[config.mk]
export PLATFORM = sky130hd
export DESIGN_NAME = line_rasterizer
export DESIGN_NICKNAME = d
export VERILOG_FILES = /design/src/rtl/line_rasterizer.sv
export SDC_FILE = /design/constraint.sdc
export NUM_CORES = 1
export LEC_CHECK = 0
export ABC_AREA = 1
export ABC_CLOCK_PERIOD_IN_PS = 5100
export BUFFER_PORTS_ARGS = -buffer_cell sky130_fd_sc_hd__buf_4
export CAP_MARGIN = 20
export CORE_ASPECT_RATIO = 2
export CORE_MARGIN = 8
export CORE_UTILIZATION = 55
export CTS_CLUSTER_SIZE = 24
export DETAILED_ROUTE_END_ITERATION = 10
export HOLD_SLACK_MARGIN = 0.12
export PLACE_DENSITY = 0.74
export SYNTH_ARGS = -nofsm -noshare
export SYNTH_HDL_FRONTEND = slang
export SYNTH_SLANG_ARGS = --single-unit
[constraint.sdc]
create_clock -name clk -period 5.1 [get_ports clk]
set_clock_uncertainty 0.15 [all_clocks]
set_input_delay 1.53 -clock clk [delete_from_list [all_inputs] [get_ports clk]]
set_output_delay 1.53 -clock clk [all_outputs]
set_load 0.1 [all_outputs]
[src/rtl/line_rasterizer.sv]
// Bresenham line rasterizer: takes one line request and streams its pixels,
// one per cycle, under a valid/ready handshake to a pixel sink.
module line_rasterizer #(
  parameter int XW = 9,
  parameter int YW = 8
) (
  input  logic          clk,
  input  logic          reset,
  input  logic          i_start,
  input  logic [XW-1:0] i_x0,
  input  logic [YW-1:0] i_y0,
  input  logic [XW-1:0] i_x1,
  input  logic [YW-1:0] i_y1,
  input  logic [2:0]    i_color,
  input  logic          i_pix_ready,
  output logic          o_plot,
  output logic [XW-1:0] o_x,
  output logic [YW-1:0] o_y,
  output logic [2:0]    o_color,
  output logic          o_busy,
  output logic          o_done
);

  // Error term is wide enough for either axis span plus sign and one guard bit.
  localparam int EW = ((XW > YW) ? XW : YW) + 2;
  localparam logic [XW-1:0] X_ONE = XW'(1);
  localparam logic [YW-1:0] Y_ONE = YW'(1);

  typedef enum logic [1:0] {IDLE, INIT, DRAW, DONE} state_t;

  state_t state_reg, state_next;

  logic [XW-1:0]        x0_reg, x1_reg, cur_x_reg;
  logic [YW-1:0]        y0_reg, y1_reg, cur_y_reg;
  logic [2:0]           color_reg;
  logic signed [EW-1:0] dx_reg, dy_reg, err_reg;
  logic                 sx_neg_reg, sy_neg_reg;

  logic [XW-1:0]        abs_dx;
  logic [YW-1:0]        abs_dy;
  logic signed [EW-1:0] dx_init, dy_init;
  logic signed [EW:0]   e2;
  logic                 step_x, step_y, at_end;
  logic signed [EW-1:0] err_next;
  logic [XW-1:0]        cur_x_next;
  logic [YW-1:0]        cur_y_next;

  assign abs_dx  = (x1_reg >= x0_reg) ? (x1_reg - x0_reg) : (x0_reg - x1_reg);
  assign abs_dy  = (y1_reg >= y0_reg) ? (y1_reg - y0_reg) : (y0_reg - y1_reg);
  assign dx_init = signed'({{(EW-XW){1'b0}}, abs_dx});
  assign dy_init = -signed'({{(EW-YW){1'b0}}, abs_dy});

  assign e2     = {err_reg, 1'b0};
  assign step_x = (e2 >= dy_reg);
  assign step_y = (e2 <= dx_reg);
  assign at_end = (cur_x_reg == x1_reg) && (cur_y_reg == y1_reg);

  // Both axis decisions use the pre-update error, so they are evaluated together.
  always_comb begin
    err_next   = err_reg;
    cur_x_next = cur_x_reg;
    cur_y_next = cur_y_reg;
    if (step_x) begin
      err_next   = err_next + dy_reg;
      cur_x_next = sx_neg_reg ? (cur_x_reg - X_ONE) : (cur_x_reg + X_ONE);
    end
    if (step_y) begin
      err_next   = err_next + dx_reg;
      cur_y_next = sy_neg_reg ? (cur_y_reg - Y_ONE) : (cur_y_reg + Y_ONE);
    end
  end

  always_comb begin
    state_next = state_reg;
    case (state_reg)
      IDLE:    if (i_start) state_next = INIT;
      INIT:    state_next = DRAW;
      DRAW:    if (i_pix_ready && at_end) state_next = DONE;
      DONE:    state_next = IDLE;
      default: state_next = IDLE;
    endcase
  end

  always_ff @(posedge clk or negedge reset) begin
    if (!reset) begin
      state_reg <= IDLE;
    end else begin
      state_reg <= state_next;
    end
  end

  always_ff @(posedge clk or negedge reset) begin
    if (!reset) begin
      x0_reg     <= '0;
      y0_reg     <= '0;
      x1_reg     <= '0;
      y1_reg     <= '0;
      color_reg  <= '0;
      cur_x_reg  <= '0;
      cur_y_reg  <= '0;
      dx_reg     <= '0;
      dy_reg     <= '0;
      err_reg    <= '0;
      sx_neg_reg <= 1'b0;
      sy_neg_reg <= 1'b0;
    end else begin
      case (state_reg)
        IDLE: begin
          if (i_start) begin
            x0_reg    <= i_x0;
            y0_reg    <= i_y0;
            x1_reg    <= i_x1;
            y1_reg    <= i_y1;
            color_reg <= i_color;
          end
        end
        INIT: begin
          cur_x_reg  <= x0_reg;
          cur_y_reg  <= y0_reg;
          dx_reg     <= dx_init;
          dy_reg     <= dy_init;
          err_reg    <= dx_init + dy_init;
          sx_neg_reg <= !(x0_reg < x1_reg);
          sy_neg_reg <= !(y0_reg < y1_reg);
        end
        DRAW: begin
          if (i_pix_ready && !at_end) begin
            cur_x_reg <= cur_x_next;
            cur_y_reg <= cur_y_next;
            err_reg   <= err_next;
          end
        end
        default: ;
      endcase
    end
  end

  assign o_plot  = (state_reg == DRAW);
  assign o_busy  = (state_reg != IDLE);
  assign o_done  = (state_reg == DONE);
  assign o_x     = cur_x_reg;
  assign o_y     = cur_y_reg;
  assign o_color = color_reg;

endmodule

; Yosys cells after proc, flatten, opt, wreduce, memory -nomap -nowiden
; Cells that the tools add are included.
[op_classes]
mux = 17
addsub = 12
n_eq_ne = 10
magnitude_cmp = 6
reduce_logical = 14
[op_table]
columns = cell, count
row1 = 9-bit two-way mux, 4
row2 = 11-bit two-way mux, 3
row3 = 8-bit two-way mux, 4
row4 = 11-bit one-hot mux with 2 select lines, 1
row5 = 9-bit one-hot mux with 2 select lines, 1
row6 = 9-bit subtractor, 2
row7 = 8-bit one-hot mux with 2 select lines, 1
row8 = 8-bit subtractor, 2
row9 = 12-bit by 11-bit greater-or-equal comparator with 1-bit output, 1
row10 = 12-bit by 10-bit less-or-equal comparator with 1-bit output, 1
row11 = 10-bit by 11-bit adder with 11-bit output, 1
row12 = 11-bit by 10-bit adder with 11-bit output, 1
row13 = 11-bit adder, 1
row14 = 8-bit negator with 11-bit output, 1
row15 = "9-bit by 1-bit adder with 9-bit output, second input constant", 1
row16 = 9-bit == test, 1
row17 = 9-bit greater-or-equal comparator, 1
row18 = 9-bit < comparator, 1
row19 = "9-bit by 1-bit subtractor with 9-bit output, second input constant", 1
row20 = "8-bit by 1-bit adder with 8-bit output, second input constant", 1
row21 = 8-bit == test, 1
row22 = 8-bit greater-or-equal comparator, 1
row23 = 8-bit < comparator, 1
row24 = "2-bit by 1-bit != test with 1-bit output, second input constant", 4
row25 = 12 further kinds, 22
[word_totals]
inputBits = 41
out_inout_bits = 23
regBits = 89
elab_cells = 72

; Depth between registers and ports, before layout
; Gate-level depths: netlist of the first run.
[depth]
depth_word = 6
ltp_mapped = 28
ltp_nobuf = 27

; Least setup slack after synthesis of the first run
; OpenSTA, ideal clock, no wires.
[synth_path]
path_type = register -> register
from = reg dy_reg[1]
to = reg err_reg[10]
setup_time_ns = 0.120
path_slack_ns = 1.391
synth_period_minus_slack_ns = 3.709
stages_incl_launch_ff = 27
arrival_time_ns = 3.439
n_path_buf = 1
t_required_ns = 4.830
cell_sequence = dfrtp_1 inv_1 ha_1 a21oi_1 o21ai_0 nand3_1 o2111ai_1 or2_2 nand2_1 buf_2 o21ai_0 ha_1 fa_1 nand3_1 nand2_1 nand2_1 nand2_1 a21oi_1 o21ai_0 a21o_1 nand2_1 nand3b_1 nand2_1 nand3_1 nand2_1 inv_1 a21oi_2
[synth_via]
elab_chain_len = 6
word_cells_on_any_way = 7
cone_classes = add/sub (2) / order compare (1) / mux (4)
[synth_rtl]
columns = element, line_no
row1 = from (decl), 36  ; logic signed [EW-1:0] dx_reg, dy_reg, err_reg;
row2 = from (signal assigned), 121  ; dy_reg <= dy_init;
row3 = 11-bit adder / 12-bit by 11-bit greater-or-equal comparator with 1-bit output (equally long branches), "64, 54"
row4 = 11-bit two-way mux *, 63  ; if (step_x) begin
row5 = 11-bit by 10-bit adder with 11-bit output, 68  ; err_next = err_next + dx_reg;
row6 = 11-bit two-way mux *, 67  ; if (step_y) begin
row7 = 11-bit two-way mux *, 127  ; if (i_pix_ready && !at_end) begin
row8 = 11-bit one-hot mux with 2 select lines *, 107  ; case (state_reg)
row9 = to (signal assigned), 122  ; err_reg <= dx_init + dy_init;
row10 = to (signal assigned), 130  ; err_reg <= err_next;
row11 = to (decl), 36
; Mark *: on every way between the ends. The rest lies on a longest branch, timed or not. The select of a mux whose other input is x is not followed.
; A chain may end at the register's enable or synchronous reset.

; Worst setup path after layout of the first run
; Ends and elaborated chain as after synthesis.

==> summary.md, run 1 <==
| Metric | Value |
|---|---|
| RSZ-0062 raised after global routing | `no` |
| Multi-input gate area | `5260 µm²` |
| Number of top-level pins | `64` |
| Worst hold-check path type | `reg -> reg` |
| Largest net degree at the start of global routing | `63` |
| Flops & latches, synth | `89` |
| Synth Warn # | `0` |
| Storage element area | `2230 µm²` |
| Worst-Skew Late Latency | `approximately 0.36 ns` |
| Die height | `about 190 µm` |
| Hold Path Sink | `o_color[2]` |
| Final worst-path cycle share | `87.0%` |
| Placer congestion estimate | `between 0.9 and 1` |
| Inst Count DP | `1362` |
| WL/cell | `approximately 16 µm` |
| Final WL | `approximately 23000 µm` |
| CTS Sinks | `89` |
| Pre-antenna DRT Iters | `5` |
| Root Buffer | `clkbuf_16` |
| Async SR Flop Fraction | `between 90% and 100%` |
| Setup TNS | `0 ns` |
| CTS tree | `yes` |
| Congestion Overflow GR | `0` |
| CP max FO | `13` |
| Final hold viol count | `0` |
| PostCTS Resize Cnt | `0` |
| FF-to-FF path depth | `26` |
| Syn avg cell area | `~7.3 µm²` |
| Final Non-Filler Cells | `1378` |
| EDFF count, synth | `0` |
| Tightest Pin Transition | `0.911 ns` |
| CTS buffer count | `9` |
| Maximum clock rate | `0.225 GHz` |
| Initial cell density of the core | `a little under three fifths` |
| Fin. max-slew vios | `0` |
| Die X | `102 µm` |
| First-pass GRT wire length | `36800 µm` |
| Clock transition at path regs | `0.07 ns` |
| Core area | `14700 µm²` |
| H-tree depth | `3` |
| Crit path max-delay family | `compound AO/OA/AOI/OAI gates` |
| Fillers | `~1400` |
| Detail Placement HPWL | `18400 µm` |
| Port-buffer cells | `63` |
| Count of cell types in the netlist | `51` |
| Worst EP required | `5.20 ns` |
| Reg-to-reg startpoint | `dy_reg[1]` |
| Crit path buffers/inverters | `3` |
| Die area | `roughly 19000 µm²` |
| Capture point of the worst reg-to-reg path | `err_reg[10]` |
| Max-Slew Margin vs Limit | `39.1%` |
| Source of the worst hold timing path | `o_color[2]` |
| Most Frequent Cell on Critical Path | `nand2_1` |
| # Post-CTS Setup Buffers | `0` |
| Via density | `around 5.5` |
| Antenna violations before repair | `0` |
| Drc violations | `0` |
| Vias in the first global route | `7804` |
| CP Capture Type | `register` |
| Final Critical Period | `about 4.4 ns` |
| Worst hold stages | `1` |
| Rows | `63` |
| Worst EP arrival | `4.54 ns` |
| FF-to-FF setup slack | `approximately 0.66 ns` |
| Max stage delay on crit path | `between 0.4 and 0.5 ns` |
| Crit Path Class | `reg -> reg` |
| Routed via count | `7568` |
| Mapped Area | `8220 µm²` |
| Ant diodes | `0` |
| Outcome | `finished, final reports clean` |
| Clk buf depth | `2` |
| Mapped Cells | `1125` |
| Sequential share of the synthesized area | `27.1%` |
| Area grow syn2layout | `11.7%` |
| Antenna viol nets, final | `0` |
| Hold-fix buffers at CTS | `0` |
| Final nets | `1328` |
| Layout cells sized above 1 | `12.4%` |
| Ys flop type | `dfrtp_1` |
| Max-cap violations | `0` |
| Worst path slowest cell | `fa_1` |
| Setup crit start kind | `register` |
| Count of final setup violators | `0` |
| Post-synth net total | `1275` |
| GR Util All Layers | `24.4%` |
| DRT iter0 DRCs | `approximately 270` |
-- through the flow --
| step | worst slack, ns | area (µm²) | util [%] | hold WS [ns] |
|---|---|---|---|---|
| 2_1_floorplan | 1.39 | 8220 | - | 0.331 |
| 3_5_place_dp | 0.729 | 8860 | 60.1 | 0.353 |
| 6_report | 0.663 | 9190 | 62.3 | 0.368 |
| 5_1_grt | 0.224 | 9190 | 62.3 | 0.381 |
| 4_1_cts | 0.711 | 9190 | 62.3 | 0.371 |
| 3_3_place_gp | 0.860 | 8860 | 60.1 | 0.346 |
-- kinds of logic after synthesis --
| family | after synthesis | share of synthesized area, % |
|---|---|---|
| simple gates | 437 | 23.5 |
| compound gates | 241 | 16.4 |
| buf+inv | 188 | 8.99 |
| fa+ha+maj | 109 | 17.4 |
| flops | 89 | 27.1 |
| xor+xnor | 56 | 5.96 |
| mux | 5 | 0.654 |
-- placed cells by master (no fill, tap or decap), drive strengths merged, types with 3 or more instances in the layout --
master  count
a21o        6
a21oi     107
a22oi       3
a31oi       8
buf        71
clkbuf     11
clkinv      4
dfrtp      89
fa          9
ha        100
inv       158
mux2        3
nand2     257
nand3      49
nand4       7
nor2      107
nor3        7
nor4        3
o211ai     10
o21a        4
o21ai      86
o21bai      3
or2         6
xnor2      18
xor2       38
-- worst register-to-register path, stage by stage, from the launching register on --
cell       delay, ns
dfrtp_1         0.38
inv_1           0.13
ha_1            0.25
a21oi_1         0.20
o21ai_0         0.16
nand3_1         0.10
o2111ai_1       0.12
or2_2           0.30
nand2_1         0.13
inv_1           0.19
nand2_1         0.11
o21ai_0         0.17
fa_1            0.47
nand3_1         0.09
nand2_1         0.09
nand2_1         0.09
nand2_1         0.06
a21oi_1         0.26
o21ai_0         0.20
a21o_1          0.19
nand2_1         0.07
nand3b_1        0.11
nand2_1         0.05
nand3_1         0.08
nand2_1         0.05
inv_1           0.07
a21oi_2         0.05
-- metal layers --
layer / part of all wire, % / global-route usage (%) / up-vias
li1: - / - / 3774
met1: 36 / 23.1 / 3501
met2: 53 / 44.2 / 194
met3: 3.1 / 3.53 / 99
met4: 7.9 / 19.9 / 0
met5: 0 / 0 / -
-- synth_stat cells, types with 4 or more instances --
master | number | area share [%]
xnor2_1 | 18 | 1.9
xor2_1 | 38 | 4.0
a31oi_1 | 8 | 0.61
inv_1 | 151 | 6.9
nand3_1 | 40 | 2.4
nand4_1 | 7 | 0.53
nand2_1 | 232 | 11
o21ai_0 | 81 | 4.9
nand2_4 | 5 | 0.68
fa_1 | 9 | 2.2
nor3_1 | 7 | 0.43
o21a_1 | 4 | 0.37
o211ai_1 | 10 | 0.91
clkbuf_1 | 20 | 0.91
dfrtp_1 | 89 | 27
ha_1 | 100 | 15
nand2_2 | 20 | 1.5
inv_2 | 5 | 0.23
nand3_2 | 6 | 0.73
nor2_1 | 103 | 4.7
a21o_1 | 6 | 0.55
buf_2 | 5 | 0.30
or2_2 | 6 | 0.46
a21oi_1 | 104 | 6.3
-- how the worst max path moves through the flow --
stage                         start     endpoint  slack, ns  depth (start not counted)
final                     dy_reg[1]  err_reg[10]       0.66                         26
after global routing      dy_reg[1]  err_reg[10]       0.22                         25
after CTS                 dy_reg[1]  err_reg[10]       0.71                         25
after detailed placement  dy_reg[1]  err_reg[10]       0.73                         26
after global placement    dy_reg[1]  err_reg[10]       0.86                         26
after floorplan           dy_reg[1]  err_reg[10]       1.39                         26
-- layout make-up --
class	instances	area share [%]
clock inverter	5	0.858
tap	195	2.66
clock buffer	11	2.64
timing repair buffer	71	5.80
multi-input combinational	848	57.2
inverter	159	6.55
sequential	89	24.2
Power of run 1 is not shown: default switching activity piles up to over one toggle a cycle in this logic, so the estimate is an artifact.
==> inputs of run 2 (changes only) <==
- CTS_BUF_LIST: unset -> sky130_fd_sc_hd__clkbuf_4
- GPL_TIMING_DRIVEN: unset -> 1
==> summary.md, run 2 (synthesis gave the netlist of run 1 again) <==
| Metric | Value |
|---|---|
| Outcome | `finished, final reports clean (unchanged)` |
| Initial cell density of the core | `55.8% (unchanged)` |
| CP Capture Type | `register (unchanged)` |
| Fin. max-slew vios | `0 (unchanged)` |
| CTS buffer count | `9 (unchanged)` |
| Setup TNS | `0 ns (unchanged)` |
| GR Util All Layers | `24.2% (was 24.4%)` |
| Root Buffer | `clkbuf_4 (was clkbuf_16)` |
| Routed via count | `7569 (was 7568)` |
| Die area | `19400 µm² (unchanged)` |
| Antenna violations before repair | `1 (was 0)` |
| H-tree depth | `3 (unchanged)` |
| Crit path buffers/inverters | `3 (unchanged)` |
| Worst hold-check path type | `reg -> reg (unchanged)` |
| RSZ-0062 raised after global routing | `no (unchanged)` |
| Final Critical Period | `4.44 ns (about the same)` |
| Hold-fix buffers at CTS | `0 (unchanged)` |
| Port-buffer cells | `63 (unchanged)` |
| WHS | `0.384 ns (was 0.368 ns)` |
| Layout cells sized above 1 | `12.4% (unchanged)` |
| Fillers | `1438 (was 1414)` |
| Crit. Startpoint | `dy_reg[1] (unchanged)` |
| Detail Placement HPWL | `18400 µm (unchanged)` |
| Worst EP arrival | `4.70 ns (was 4.54 ns)` |
| Final nets | `1328 (unchanged)` |
| Most frequent cells in the layout | `nand2_1, inv_1, a21oi_1 (unchanged)` |
| Most common cell after layout, fill and taps aside | `nand2_1 (unchanged)` |
| Vias in the first global route | `7736 (was 7804)` |
| CTS Sinks | `89 (unchanged)` |
| Max-cap violations | `0 (unchanged)` |
| Clk buf depth | `2 (unchanged)` |
| Area grow syn2layout | `9.75% (was 11.7%)` |
| Drc violations | `0 (unchanged)` |
| Count of final setup violators | `0 (unchanged)` |
| FF-to-FF path depth | `26 (unchanged)` |
| Most Frequent Cell on Critical Path | `nand2_1 (unchanged)` |
| DRT iter0 DRCs | `284 (was 274)` |
| Die height | `189 µm (unchanged)` |
| Via density | `5.49 (about the same)` |
| First-pass GRT wire length | `36500 µm (was 36800 µm)` |
| Rows | `63 (unchanged)` |
| Storage element area | `2230 µm² (unchanged)` |
| Pre-antenna DRT Iters | `5 (unchanged)` |
| Crit path max-delay family | `compound AO/OA/AOI/OAI gates (unchanged)` |
| Final hold viol count | `0 (unchanged)` |
| Largest net degree at the start of global routing | `63 (unchanged)` |
| Congestion Overflow GR | `0 (unchanged)` |
| Tightest Pin Transition | `0.908 ns (was 0.911 ns)` |
| Source of the worst hold timing path | `o_color[2] (unchanged)` |
| WL/cell | `16.3 µm (was 16.5 µm)` |
| Worst-Skew Late Latency | `0.50 ns (was 0.36 ns)` |
| Worst path slowest cell | `fa_1 (unchanged)` |
| Setup crit start kind | `register (unchanged)` |
| Worst EP required | `5.36 ns (was 5.20 ns)` |
| Crit Path Class | `reg -> reg (unchanged)` |
| Clock transition at path regs | `0.16 ns (was 0.07 ns)` |
| Antenna viol nets, final | `0 (unchanged)` |
| WP depth | `26 (unchanged)` |
| Worst hold stages | `1 (unchanged)` |
| Reg-to-reg startpoint | `dy_reg[1] (unchanged)` |
| DP Area | `8860 µm² (unchanged)` |
| Max-Slew Margin vs Limit | `39.2% (was 39.1%)` |
| Die X | `102 µm (unchanged)` |
| Final WL | `22500 µm (was 22700 µm)` |
| Final worst-path cycle share | `87.0% (about the same)` |
| PostCTS Resize Cnt | `0 (unchanged)` |
| Core area | `14700 µm² (unchanged)` |
| Final non-filler cell area | `9020 µm² (was 9190 µm²)` |
| # Post-CTS Setup Buffers | `0 (unchanged)` |
| CP max FO | `13 (unchanged)` |
| Placer congestion estimate | `0.948 (unchanged)` |
| Max stage delay on crit path | `0.47 ns (about the same)` |
| Number of top-level pins | `64 (unchanged)` |
| CTS tree | `yes (unchanged)` |
| Maximum clock rate | `0.225 GHz (about the same)` |
| Multi-input gate area | `5260 µm² (unchanged)` |
==> run 2: changes by cell type in the layout (fill, tap and decap cells not counted) <==
cell       change
clkbuf_16      -9
clkbuf_8       -1
clkbuf_1       -1
diode_2        +1
clkinv_1       +1
clkbuf_4      +10
==> run 2: cell type report <==
cell class	count	share of cell area, %
well taps	195	2.70
clock buffers	10	0.832
multi-input cells	848	58.3
clock inverters	6	0.915
flip-flops and latches	89	24.7
diodes	1	0.0277
repair buffers	71	5.91
inverters	159	6.67
==> run 2: path summary, 6_finish.rpt <==
check | slack [ns] | endpoint
setup / recovery | 0.66 | err_reg[10]
hold / removal | 0.38 | o_color[2]
setup reg to reg | 0.66 | err_reg[10]
hold reg to reg | 0.38 | o_color[2]
max in group asynchronous | 2.98 | o_y[1]
min in group asynchronous | 0.95 | y1_reg[2]
==> run 2: stage by stage <==
step	cells	worst slack (ns)	util, %
floorplan	1125	1.39	-
global placement	1362	0.860	60.1
detailed placement	1362	0.729	60.1
CTS	1378	0.704	61.2
global route	1379	0.224	61.2
finish	1379	0.662	61.2
==> run 2: layer usage <==
metal | global-route usage [%] | wire length [µm] | vias up
li1 | - | - | 3787
met1 | 23.2 | 8170 | 3505
met2 | 44.3 | 12100 | 187
met3 | 3.05 | 628 | 90
met4 | 19.0 | 1630 | 0
met5 | 0 | 0 | -
Power of run 2 is left out for the same reason.
